File: config.mk
export PLATFORM = sky130hd
export DESIGN_NAME = ccp_frame_ctrl_flat
export DESIGN_NICKNAME = d
export VERILOG_FILES = /design/src/rtl/ccp_frame_ctrl_pkg.sv /design/src/rtl/ccp_frame_ctrl_if.sv /design/src/rtl/ccp_res_drain.sv /design/src/rtl/ccp_frame_ctrl.sv /design/src/flat_wrapper.sv
export SDC_FILE = /design/constraint.sdc
export NUM_CORES = 1
export LEC_CHECK = 0
export BUFFER_PORTS_ARGS = -buffer_cell sky130_fd_sc_hd__buf_4
export CAP_MARGIN = 40
export CORE_UTILIZATION = 30
export DETAILED_ROUTE_END_ITERATION = 16
export PLACE_DENSITY_LB_ADDON = 0.05
export SLEW_MARGIN = 20
export SYNTH_ARGS = -nofsm -noshare
export SYNTH_HDL_FRONTEND = slang
export SYNTH_HIERARCHICAL = 1
export SYNTH_SLANG_ARGS = --single-unit
File: constraint.sdc
create_clock -name clk -period 6.4 [get_ports clk]
set_clock_uncertainty 0.2 [all_clocks]
set_input_delay 0 -clock clk [delete_from_list [all_inputs] [get_ports clk]]
set_output_delay 0 -clock clk [all_outputs]
set_load 0.03 [all_outputs]
File: src/rtl/ccp_frame_ctrl_pkg.sv
// Shared widths, frame geometry and FSM encoding for the CNN_Comp_Parallel frame sequencer.
package ccp_pkg;
  localparam int PIX_W       = 9;
  localparam int WT_W        = 2;
  localparam int RES_W       = 12;
  localparam int N_PIX       = 25;
  localparam int N_TAP       = 9;
  localparam int N_FILT      = 2;
  localparam int N_WT        = N_FILT * N_TAP;
  localparam int N_RES       = N_FILT * N_TAP;
  localparam int IDX_W       = 5;
  localparam int TIMEOUT_DEF = 64;

  // -2 is not a ternary weight; it is replaced by 0 and flagged.
  localparam logic [WT_W-1:0] WT_ILLEGAL = 2'b10;

  typedef enum logic [2:0] {
    IDLE     = 3'd0,
    LOAD_W   = 3'd1,
    LOAD_PIX = 3'd2,
    START    = 3'd3,
    WAIT     = 3'd4,
    DRAIN    = 3'd5
  } state_e;
endpackage

File: src/rtl/ccp_frame_ctrl_if.sv
// Bundle of the input stream, datapath link, result stream and status flags.
interface ccp_frame_ctrl_if;
  import ccp_pkg::*;

  logic                           keep_wt;
  logic                           in_valid;
  logic                           in_ready;
  logic signed [PIX_W-1:0]        in_data;
  logic [N_PIX*PIX_W-1:0]         dp_pix;
  logic [N_WT*WT_W-1:0]           dp_wt;
  logic                           dp_start;
  logic                           dp_done;
  logic [N_RES*RES_W-1:0]         dp_res;
  logic                           out_valid;
  logic                           out_ready;
  logic signed [RES_W-1:0]        out_data;
  logic [IDX_W-1:0]               out_idx;
  logic                           out_last;
  logic                           busy;
  logic                           wt_loaded;
  logic                           err;

  modport master (
    input  keep_wt, in_valid, in_data, dp_done, dp_res, out_ready,
    output in_ready, dp_pix, dp_wt, dp_start, out_valid, out_data, out_idx,
           out_last, busy, wt_loaded, err
  );

  modport slave (
    output keep_wt, in_valid, in_data, dp_done, dp_res, out_ready,
    input  in_ready, dp_pix, dp_wt, dp_start, out_valid, out_data, out_idx,
           out_last, busy, wt_loaded, err
  );
endinterface

File: src/rtl/ccp_res_drain.sv
// Captures the 18 datapath results on done and streams them out with valid/ready.
module ccp_res_drain
  import ccp_pkg::*;
(
  input  logic                    clk,
  input  logic                    rst_n,
  input  logic                    capture_i,
  input  logic [N_RES*RES_W-1:0]  res_i,
  input  logic                    out_ready_i,
  output logic                    out_valid_o,
  output logic signed [RES_W-1:0] out_data_o,
  output logic [IDX_W-1:0]        out_idx_o,
  output logic                    out_last_o,
  output logic                    done_o
);
  localparam logic [IDX_W-1:0] IDX_LAST = IDX_W'(N_RES - 1);

  logic signed [RES_W-1:0] res_q [N_RES];
  logic [IDX_W-1:0]        idx_q, idx_d;
  logic                    vld_q, vld_d;
  logic                    hs, at_last;

  assign hs      = vld_q && out_ready_i;
  assign at_last = (idx_q == IDX_LAST);

  always_comb begin
    idx_d = idx_q;
    vld_d = vld_q;
    if (capture_i) begin
      idx_d = '0;
      vld_d = 1'b1;
    end else if (hs) begin
      if (at_last) begin
        idx_d = '0;
        vld_d = 1'b0;
      end else begin
        idx_d = idx_q + 1'b1;
      end
    end
  end

  always_ff @(posedge clk or negedge rst_n) begin
    if (!rst_n) begin
      idx_q <= '0;
      vld_q <= 1'b0;
      for (int i = 0; i < N_RES; i++) res_q[i] <= '0;
    end else begin
      idx_q <= idx_d;
      vld_q <= vld_d;
      if (capture_i) begin
        for (int i = 0; i < N_RES; i++) res_q[i] <= res_i[RES_W*i +: RES_W];
      end
    end
  end

  // Output fields come straight from registers, so they hold while stalled.
  assign out_valid_o = vld_q;
  assign out_data_o  = res_q[idx_q];
  assign out_idx_o   = idx_q;
  assign out_last_o  = vld_q && at_last;
  assign done_o      = hs && at_last;
endmodule

File: src/rtl/ccp_frame_ctrl.sv
// Frame sequencer: loads weights/pixels from one stream, runs the datapath with a
// timeout, then drains the captured results.
module ccp_frame_ctrl
  import ccp_pkg::*;
#(
  parameter int TIMEOUT = TIMEOUT_DEF
) (
  input logic              clk,
  input logic              rst_n,
  ccp_frame_ctrl_if.master bus
);
  localparam int               TMO_W    = (TIMEOUT > 1) ? $clog2(TIMEOUT) : 1;
  localparam logic [TMO_W-1:0] TMO_LAST = TMO_W'(TIMEOUT - 1);
  localparam logic [4:0]       WT_LAST  = 5'(N_WT - 1);
  localparam logic [4:0]       PIX_LAST = 5'(N_PIX - 1);

  state_e                  state_q, state_d;
  logic [4:0]              cnt_q, cnt_d;
  logic [TMO_W-1:0]        tmo_q, tmo_d;
  logic                    wt_loaded_q, wt_loaded_d;
  logic                    err_q, err_d;
  logic                    rdy, start, wt_we, pix_we, capture, drain_done;
  logic                    wt_bad;
  logic [WT_W-1:0]         wt_val;
  logic [WT_W-1:0]         wt_q  [N_WT];
  logic signed [PIX_W-1:0] pix_q [N_PIX];
  logic [N_WT*WT_W-1:0]    wt_flat;
  logic [N_PIX*PIX_W-1:0]  pix_flat;

  assign wt_bad = (bus.in_data[WT_W-1:0] == WT_ILLEGAL);
  assign wt_val = wt_bad ? '0 : bus.in_data[WT_W-1:0];

  always_comb begin
    state_d     = state_q;
    cnt_d       = cnt_q;
    tmo_d       = tmo_q;
    wt_loaded_d = wt_loaded_q;
    err_d       = err_q;
    rdy         = 1'b0;
    start       = 1'b0;
    wt_we       = 1'b0;
    pix_we      = 1'b0;
    capture     = 1'b0;
    unique case (state_q)
      // The start beat only selects the path; it is consumed in the load state.
      IDLE: begin
        if (bus.in_valid) begin
          cnt_d = '0;
          if (bus.keep_wt && wt_loaded_q) begin
            state_d = LOAD_PIX;
          end else begin
            state_d     = LOAD_W;
            wt_loaded_d = 1'b0;
          end
        end
      end
      LOAD_W: begin
        rdy = 1'b1;
        if (bus.in_valid) begin
          wt_we = 1'b1;
          if (wt_bad) err_d = 1'b1;
          if (cnt_q == WT_LAST) begin
            wt_loaded_d = 1'b1;
            cnt_d       = '0;
            state_d     = LOAD_PIX;
          end else begin
            cnt_d = cnt_q + 1'b1;
          end
        end
      end
      LOAD_PIX: begin
        rdy = 1'b1;
        if (bus.in_valid) begin
          pix_we = 1'b1;
          if (cnt_q == PIX_LAST) begin
            cnt_d   = '0;
            state_d = START;
          end else begin
            cnt_d = cnt_q + 1'b1;
          end
        end
      end
      START: begin
        start   = 1'b1;
        tmo_d   = '0;
        state_d = WAIT;
      end
      WAIT: begin
        if (bus.dp_done) begin
          capture = 1'b1;
          state_d = DRAIN;
        end else if (tmo_q == TMO_LAST) begin
          err_d   = 1'b1;
          state_d = IDLE;
        end else begin
          tmo_d = tmo_q + 1'b1;
        end
      end
      DRAIN: begin
        if (drain_done) state_d = IDLE;
      end
      default: state_d = IDLE;
    endcase
  end

  always_ff @(posedge clk or negedge rst_n) begin
    if (!rst_n) begin
      state_q     <= IDLE;
      cnt_q       <= '0;
      tmo_q       <= '0;
      wt_loaded_q <= 1'b0;
      err_q       <= 1'b0;
    end else begin
      state_q     <= state_d;
      cnt_q       <= cnt_d;
      tmo_q       <= tmo_d;
      wt_loaded_q <= wt_loaded_d;
      err_q       <= err_d;
    end
  end

  always_ff @(posedge clk or negedge rst_n) begin
    if (!rst_n) begin
      for (int i = 0; i < N_WT; i++)  wt_q[i]  <= '0;
      for (int i = 0; i < N_PIX; i++) pix_q[i] <= '0;
    end else begin
      if (wt_we)  wt_q[cnt_q]  <= wt_val;
      if (pix_we) pix_q[cnt_q] <= bus.in_data;
    end
  end

  always_comb begin
    wt_flat  = '0;
    pix_flat = '0;
    for (int i = 0; i < N_WT; i++)  wt_flat[WT_W*i +: WT_W]    = wt_q[i];
    for (int i = 0; i < N_PIX; i++) pix_flat[PIX_W*i +: PIX_W] = pix_q[i];
  end

  ccp_res_drain u_drain (
    .clk        (clk),
    .rst_n      (rst_n),
    .capture_i  (capture),
    .res_i      (bus.dp_res),
    .out_ready_i(bus.out_ready),
    .out_valid_o(bus.out_valid),
    .out_data_o (bus.out_data),
    .out_idx_o  (bus.out_idx),
    .out_last_o (bus.out_last),
    .done_o     (drain_done)
  );

  assign bus.in_ready  = rdy;
  assign bus.dp_start  = start;
  assign bus.dp_wt     = wt_flat;
  assign bus.dp_pix    = pix_flat;
  assign bus.busy      = (state_q != IDLE);
  assign bus.wt_loaded = wt_loaded_q;
  assign bus.err       = err_q;
endmodule

File: src/flat_wrapper.sv
// flat-port wrapper written by rule: the top's interface ports become plain ports
module ccp_frame_ctrl_flat import ccp_pkg::*;
#(
  parameter int TIMEOUT = TIMEOUT_DEF
)
  (clk, rst_n, bus_keep_wt, bus_in_valid, bus_in_data, bus_dp_done, bus_dp_res, bus_out_ready, bus_in_ready, bus_dp_pix, bus_dp_wt, bus_dp_start, bus_out_valid, bus_out_data, bus_out_idx, bus_out_last, bus_busy, bus_wt_loaded, bus_err);
  ccp_frame_ctrl_if bus_i ();
  input logic clk;
  input logic rst_n;
  input wire logic [$bits(bus_i.keep_wt)-1:0] bus_keep_wt;
  input wire logic [$bits(bus_i.in_valid)-1:0] bus_in_valid;
  input wire logic [$bits(bus_i.in_data)-1:0] bus_in_data;
  input wire logic [$bits(bus_i.dp_done)-1:0] bus_dp_done;
  input wire logic [$bits(bus_i.dp_res)-1:0] bus_dp_res;
  input wire logic [$bits(bus_i.out_ready)-1:0] bus_out_ready;
  output wire logic [$bits(bus_i.in_ready)-1:0] bus_in_ready;
  output wire logic [$bits(bus_i.dp_pix)-1:0] bus_dp_pix;
  output wire logic [$bits(bus_i.dp_wt)-1:0] bus_dp_wt;
  output wire logic [$bits(bus_i.dp_start)-1:0] bus_dp_start;
  output wire logic [$bits(bus_i.out_valid)-1:0] bus_out_valid;
  output wire logic [$bits(bus_i.out_data)-1:0] bus_out_data;
  output wire logic [$bits(bus_i.out_idx)-1:0] bus_out_idx;
  output wire logic [$bits(bus_i.out_last)-1:0] bus_out_last;
  output wire logic [$bits(bus_i.busy)-1:0] bus_busy;
  output wire logic [$bits(bus_i.wt_loaded)-1:0] bus_wt_loaded;
  output wire logic [$bits(bus_i.err)-1:0] bus_err;
  assign bus_i.keep_wt = bus_keep_wt;
  assign bus_i.in_valid = bus_in_valid;
  assign bus_i.in_data = bus_in_data;
  assign bus_i.dp_done = bus_dp_done;
  assign bus_i.dp_res = bus_dp_res;
  assign bus_i.out_ready = bus_out_ready;
  assign bus_in_ready = bus_i.in_ready;
  assign bus_dp_pix = bus_i.dp_pix;
  assign bus_dp_wt = bus_i.dp_wt;
  assign bus_dp_start = bus_i.dp_start;
  assign bus_out_valid = bus_i.out_valid;
  assign bus_out_data = bus_i.out_data;
  assign bus_out_idx = bus_i.out_idx;
  assign bus_out_last = bus_i.out_last;
  assign bus_busy = bus_i.busy;
  assign bus_wt_loaded = bus_i.wt_loaded;
  assign bus_err = bus_i.err;
  ccp_frame_ctrl #(.TIMEOUT(TIMEOUT)) u_core (.clk(clk), .rst_n(rst_n), .bus(bus_i));
endmodule
==> flow_summary_export.csv, run 1 <==
group,metric,value,unit
final_layout,syn_to_final_growth,54.3,%
routing,drt_iter0_drc,575,
timing,timing.fmax,0.269,GHz
final_layout,stdcell_count,3318,
power,seqPwrFrac,39.7,%
logic_synthesis,synth_fa_ha_area_share,0.418,%
global_route,grt_pass1_vias,16400,
logic_synthesis,synth_compound_area_share,2.53,%
floorplanning,ios,516,
routing,routed_via_density,4.59,
logic_synthesis,syn_avg_cell_area,15.2,um^2
power,p_sw,3.58,mW
routing,drc,0,
power,power,11.4,mW
global_route,gr-usage-all-layers,19.7,%
clock_network,cts_buffer_depth,3,
outcome,status,"finished, final reports clean",
logic_synthesis,synthSimpleGateAreaFrac,3.61,%
timing,worst_slack,2.68,ns
logic_synthesis,synthTopCellsByArea,"dfrtp_1 (60%), mux2_2 (26%), mux4_2 (3.2%)",
power,ir_worst_vdd,215,uV
timing,worst_pin_slew,0.963,ns
global_route,antenna_found_initial,3,
logic_synthesis,syn-num-nets,1617,
final_layout,mostFrequentLayoutCell,"buf_4",
floorplanning,die_area,70900,um^2
place,port_buffers,515,
setup_path,critPathMaxStageDelay,0.90,ns
logic_synthesis,ys_seq_area_share,59.6,%
logic_synthesis,synth_top_cell_by_area,"dfrtp_1",
power,p_leak,15.7,nW
timing,finalSetupViolations,0,
timing,setup_tns,0,ns
timing,slew_viol_final,0,
final_layout,drive_above_1_share,48.1,%
min_path,hp-class,"in2reg",
logic_synthesis,synthMuxAreaShare,31.5,%
logic_synthesis,synth-edff-count,0,
logic_synthesis,synthFlopType,"dfrtp_1",
floorplanning,row_count,96,
routing,wire_per_inst,21.3,um
final_layout,final_cell_mix,"buf_4 (522), dfrtp_1 (496), mux2_2 (476)",
timing,final.period_utilization,58.1,%
power,power.share.clock,30.2,%
routing,wl,70600,um
place,placedInstanceArea,25800,um^2
logic_synthesis,syn-instance-count,1379,
final_layout,layout.nets,2580,
place,hpwl,47500,um
logic_synthesis,yosysWarnings,6,
global_route,grt_max_degree,156,
place,place_inst,2760,
timing,relSlewSlack,35.8,%
floorplanning,die_y,266,um
logic_synthesis,synth_top_family_by_area,"multiplexers",
logic_synthesis,synth_top_area_share,59.6,%
timing,rsz0062_at_grt,"false",
logic_synthesis,syn_area,20900,um^2
setup_path,critPathMostFrequentCell,"buf_4",
clock_network,insertion_delay,0.62,ns
power,switching_share,31.4,%
clock_network,cts_tree,"done",
global_route,grt_pass1_wl,105000,um
final_layout,design_area,32300,um^2
power,cell_internal_pwr,7.83,mW
routing,final_antenna_net_count,0,
flow_run,drv_cap,0,
setup_path,worstPathArrival,3.52,ns
setup_path,cp-end-kind,"primary output",
place,pre_cts_slack,3.25,ns
logic_synthesis,synth-seq-cells,499,
routing,firstDrtPassIters,6,
timing,layout_min_cycle_time,3.72,ns
timing,hold_violations,0,
power,p_per_area,353,nW/um^2
clock_network,htree_levels,2,
setup_path,crit_slowest_cell,"dfrtp_4",
setup_path,required,6.20,ns
routing,vias,15200,
setup_path,worstSetupStartpointType,"register",
logic_synthesis,synth_xor_area_share,0,%
floorplanning,coreArea,68800,um^2
clock_network,path_clk_slew,0.06,ns
clock_network,cts_num_sinks,499,
logic_synthesis,async_flop_share,100,%
logic_synthesis,synth_cell_types,53,
clock_network,root_buffer,"clkbuf_16",
clock_network,cts-buffers-inserted,59,
setup_path,path_max_fanout,36,
floorplanning,fp.dieW,266,um
place,gp_congestion,0.773,
floorplanning,start_util,30.4,%
global_route,overflow,0,
setup_path,critPathKind,"reg2out",
setup_path,crit_chain,"buf_4 > mux4_2 > a22oi_1 > nand2_1 > buf_4",
power,pwr-share-comb,30.2,%
## cell families after synthesis
family | after synthesis
DFF | 499
and+or+nand+nor | 146
adders and majority gates | 7
muxes | 552
AOI/OAI and AO/OA | 79
buffers and inverters | 96
## sequential cells by signal, summed over array words and instances (netlist names)
signal	cells
u_core/bus.dp_pix	225
u_core/bus.dp_wt	36
u_core/bus.err	1
u_core/bus.wt_loaded	1
u_core/cnt_q	5
u_core/state_q	3
u_core/tmo_q	6
u_core/u_drain/out_idx_o	5
u_core/u_drain/out_valid_o	1
u_core/u_drain/res_q	216
## cells in the mapped netlist (all sizes together) (3+ instances only)
cell / n
dfrtp: 499
mux2: 478
nand2: 66
buf: 44
clkbuf: 38
mux2i: 38
mux4: 36
nor2: 19
inv: 14
o21ai: 14
a22oi: 13
nand3: 13
o22ai: 13
a211oi: 12
a21oi: 8
nor3: 8
ha: 7
and2: 6
nor3b: 5
and3: 4
nor2b: 4
o31ai: 4
and3b: 3
and4bb: 3
nand2b: 3
## power groups by stage
stage               Sequential (mW)  Clock [mW]  Combinational, mW
floorplan                      4.48           0               2.01
global placement               4.55           0               3.11
detailed placement             4.58           0               3.17
CTS                            4.52        3.56               3.48
global route                   4.64        3.68               3.68
finish                         4.52        3.44               3.44
## repair_timing
item                                   CTS  global route
gates resized for setup                  0             0
buffers inserted                         0             0
hold buffers                           451             0
setup endpoints to repair                0             0
endpoints found under the hold margin  775             0
## final timing paths
path / to / slack (ns) / startpoint / depth (start not counted)
worst max-delay path: bus_out_data[5] / 2.68 / u_core/u_drain/out_idx_o[1] / 5
worst max register to register: u_core/state_q[0] / 2.88 / u_core/u_drain/out_idx_o[1] / 9
max in group asynchronous: u_core/u_drain/res_q[56] / 4.72 / rst_n / 4
worst min-delay path: u_core/u_drain/res_q[15] / 0.02 / bus_dp_res[195] / 3
min in group asynchronous: u_core/bus.dp_pix[146] / 0.35 / rst_n / 4
worst min register to register: u_core/bus.err / 0.29 / u_core/bus.err / 1
## final cells by class
type | count | area, um^2
clock inverters | 10 | 140
inverters | 14 | 52.6
repair buffers | 984 | 8610
well taps | 931 | 1160
flip-flops and latches | 499 | 12500
diodes | 1 | 2.50
multi-input cells | 784 | 7990
fillers | 6298 | 36500
clock buffers | 95 | 1860
## routing by layer
layer / up-vias / track usage [%] / routed length (um) / part of all wire, %
met5: - / 0 / 17 / 0.024
met4: 2 / 5.79 / 1840 / 2.6
met3: 99 / 4.21 / 3440 / 4.9
met2: 333 / 32.9 / 34600 / 49
met1: 7869 / 25.7 / 30600 / 43
li1: 6939 / - / - / -
## per-stage QoR
stage                     hold slack, ns  util (%)
after floorplan                   -0.496         -
after global placement            -0.130      37.3
after detailed placement          -0.131      37.4
after CTS                       0.000276      46.9
after global routing             0.00531      46.9
final                             0.0203      46.9
## worst max-delay path, delay by kind of cell, from the launching register on
| family | cells | cell delay (ns) |
|---|---|---|
| DFF | 1 | 0.90 |
| muxes | 1 | 0.61 |
| buffers and inverters | 2 | 0.82 |
| AOI/OAI and AO/OA | 1 | 0.42 |
| and+or+nand+nor | 1 | 0.12 |
Note: power is estimated with default switching activity, not from simulation.
==> run 2: changes to the inputs <==
--- a/config.mk
+++ b/config.mk
@@ -5,6 +5,7 @@
 export SDC_FILE = /design/constraint.sdc
 export NUM_CORES = 1
 export LEC_CHECK = 0
+export ABC_AREA = 1
 export BUFFER_PORTS_ARGS = -buffer_cell sky130_fd_sc_hd__buf_4
 export CAP_MARGIN = 40
 export CORE_UTILIZATION = 30
==> constraint.sdc (replaced) <==
create_clock -name clk -period 3.5 [get_ports clk]
set_clock_uncertainty 0.2 [all_clocks]
set_input_delay 0 -clock clk [delete_from_list [all_inputs] [get_ports clk]]
set_output_delay 0 -clock clk [all_outputs]
set_load 0.03 [all_outputs]
==> flow_summary_export.csv, run 2 <==
group,metric,value,unit
place,gp_congestion,0.818,
logic_synthesis,synth_xor_area_share,0.201,%
floorplanning,coreArea,71600,um^2
clock_network,insertion_delay,0.61,ns
timing,whs,0.0236,ns
clock_network,cts_buffer_depth,3,
global_route,gr-usage-all-layers,22.2,%
routing,wl,82600,um
power,p_leak,16.4,nW
logic_synthesis,synth_compound_area_share,13.0,%
place,port_buffers,515,
logic_synthesis,synth_top_cell_by_area,"dfrtp_1",
global_route,antenna_found_initial,4,
final_layout,seqCellArea,12500,um^2
floorplanning,start_util,30.4,%
timing,slew_viol_final,0,
clock_network,root_buffer,"clkbuf_16",
routing,wire_per_inst,18.5,um
final_layout,multi_input_area,7550,um^2
timing,relSlewSlack,48.3,%
logic_synthesis,synth-seq-cells,499,
outcome,status,"finished, final reports clean",
setup_path,worstSetupStartpointType,"register",
power,p_per_area,711,nW/um^2
final_layout,mostFrequentLayoutCell,"nand2_1",
timing,setup_tns,0,ns
logic_synthesis,synth_fa_ha_area_share,0.402,%
logic_synthesis,synth_top_family_by_area,"simple AND/OR/NAND/NOR gates",
global_route,grt_pass1_wl,126000,um
logic_synthesis,yosysWarnings,6,
clock_network,path_clk_slew,0.06,ns
floorplanning,row_count,98,
global_route,grt_max_degree,205,
final_layout,largest_reg_flops,225,
logic_synthesis,syn-num-nets,2773,
min_path,hp-class,"in2reg",
timing,worst_pin_slew,0.775,ns
floorplanning,die_y,271,um
routing,final_antenna_net_count,0,
logic_synthesis,syn_avg_cell_area,8.58,um^2
clock_network,postCtsSetupBuffers,0,
logic_synthesis,synth-edff-count,0,
routing,drc,0,
routing,vias,20100,
logic_synthesis,ys_seq_area_share,57.4,%
logic_synthesis,synth_most_common_cell,"nand2_1",
timing,finalSetupViolations,0,
clock_network,cts_tree,"done",
timing,final.period_utilization,89.6,%
logic_synthesis,synthSimpleGateAreaFrac,21.1,%
routing,firstDrtPassIters,7,
power,ir_worst_vdd,802,uV
setup_path,required,3.30,ns
routing,routed_via_density,4.50,
timing,hold_violations,0,
logic_synthesis,async_flop_share,100,%
logic_synthesis,synth_top_area_share,57.4,%
final_layout,antennaDiodeCount,0,
setup_path,path_max_fanout,73,
flow_run,drv_cap,0,
global_route,overflow,0,
setup_path,critPathKind,"reg2out",
floorplanning,ios,516,
timing,layout_min_cycle_time,3.14,ns
final_layout,fillers,7009,
logic_synthesis,synth_cell_types,33,
logic_synthesis,synthMuxAreaShare,0,%
final_layout,final_cell_mix,"nand2_1 (889), buf_4 (532), dfrtp_1 (497)",
global_route,grt_pass1_vias,20600,
floorplanning,fp.dieW,271,um
setup_path,cp-end-kind,"primary output",
logic_synthesis,syn-instance-count,2535,
timing,timing.fmax,0.319,GHz
logic_synthesis,synthFlopType,"dfrtp_1",
final_layout,drive_above_1_share,21.8,%
setup_path,worstPathArrival,2.94,ns
final_layout,layout.nets,3700,
logic_synthesis,yosys-top-cells-count,"nand2_1 (889), dfrtp_1 (499), o21ai_0 (365)",
place,hpwl,54100,um
clock_network,cts_num_sinks,499,
timing,rsz0062_at_grt,"false",
logic_synthesis,syn_area,21800,um^2
routing,drt_iter0_drc,1500,
logic_synthesis,synthTopCellsByArea,"dfrtp_1 (57%), nand2_1 (15%), o21ai_0 (8.4%)",
final_layout,syn_to_final_growth,52.3,%
clock_network,htree_levels,2,
floorplanning,die_area,73600,um^2
clock_network,cts-buffers-inserted,57,
-- run 2: cell count changes after synthesis, sizes merged, moves of 25 or more --
| cell | before | now |
|---|---|---|
| inv | 14 | 250 |
| buf | 44 | 83 |
| o21ai | 14 | 468 |
| nand3 | 13 | 128 |
| nor2 | 19 | 78 |
| a21oi | 8 | 33 |
| mux4 | 36 | 0 |
| nand2 | 66 | 912 |
| mux2 | 478 | 0 |
| mux2i | 38 | 0 |
-- run 2: final timing paths --
path / to / startpoint / slack (ns) / depth (start not counted)
max: bus_out_data[9] / u_core/u_drain/out_idx_o[0] / 0.36 / 10
min: u_core/u_drain/res_q[124] / bus_dp_res[88] / 0.02 / 4
max reg2reg: u_core/u_drain/res_q[0] / u_core/state_q[0] / 0.42 / 9
min reg2reg: u_core/bus.err / u_core/bus.err / 0.27 / 2
max in group asynchronous: u_core/u_drain/res_q[148] / rst_n / 2.16 / 4
min in group asynchronous: u_core/bus.err / rst_n / 0.46 / 4
-- run 2: layer usage --
metal / global-route usage, % / vias to the layer above / routed length (um)
met5: 0 / - / 62
met4: 4.69 / 8 / 1460
met3: 6.28 / 108 / 5920
met2: 37.3 / 502 / 39700
met1: 28.4 / 9642 / 35400
li1: - / 9832 / -
-- run 2: layout make-up --
type / count / share of cell area [%]
timing repair buffer: 1009 / 26.9
tap: 950 / 3.59
multi-input combinational: 1644 / 22.8
clock buffer: 90 / 5.34
inverter: 251 / 2.90
clock inverter: 17 / 0.849
sequential: 499 / 37.7
-- run 2: through the flow --
| step | cells | util [%] | setup WS (ns) | area [um^2] | power (mW) |
|---|---|---|---|---|---|
| floorplan | 2535 | - | 1.36 | 21800 | 13.4 |
| global placement | 3888 | 36.9 | 0.951 | 26400 | 16.6 |
| detailed placement | 3889 | 36.9 | 0.859 | 26400 | 16.7 |
| CTS | 4460 | 46.3 | 0.312 | 33200 | 23.8 |
| global route | 4460 | 46.3 | 0.170 | 33200 | 25.1 |
| finish | 4460 | 46.3 | 0.364 | 33200 | 23.6 |
-- run 2: report_power, final --
group	leakage, nW	total, mW	internal, mW	switching (mW)
Sequential	6.49	8.13	7.43	0.695
Clock	0.999	6.50	3.97	2.53
Combinational	8.88	8.93	3.04	5.88
-- run 2: critical path: stages, from the launching register on --
cell and delay [ns]:
dfrtp_4 0.44, clkinv_2 0.41, buf_12 0.38, nand2_1 0.11, nand3_1 0.08, nand2_1 0.15
nand2_1 0.07, nand2_1 0.18, o21ai_1 0.10, nand2_1 0.17, buf_4 0.19
-- run 2: cells by family after synthesis --
family	Yosys count
AOI/OAI and AO/OA	505
xor gates and xnor gates	5
adders and majority gates	7
buffers and inverters	392
DFF	499
and+or+nand+nor	1127
-- run 2: timing repair --
| action | 4_1_cts | 5_1_grt |
|---|---|---|
| hold buffers | 464 | 0 |
| resized for setup | 0 | 0 |
| setup endpoints to repair | 0 | 0 |
| endpoints found under the hold margin | 980 | 0 |
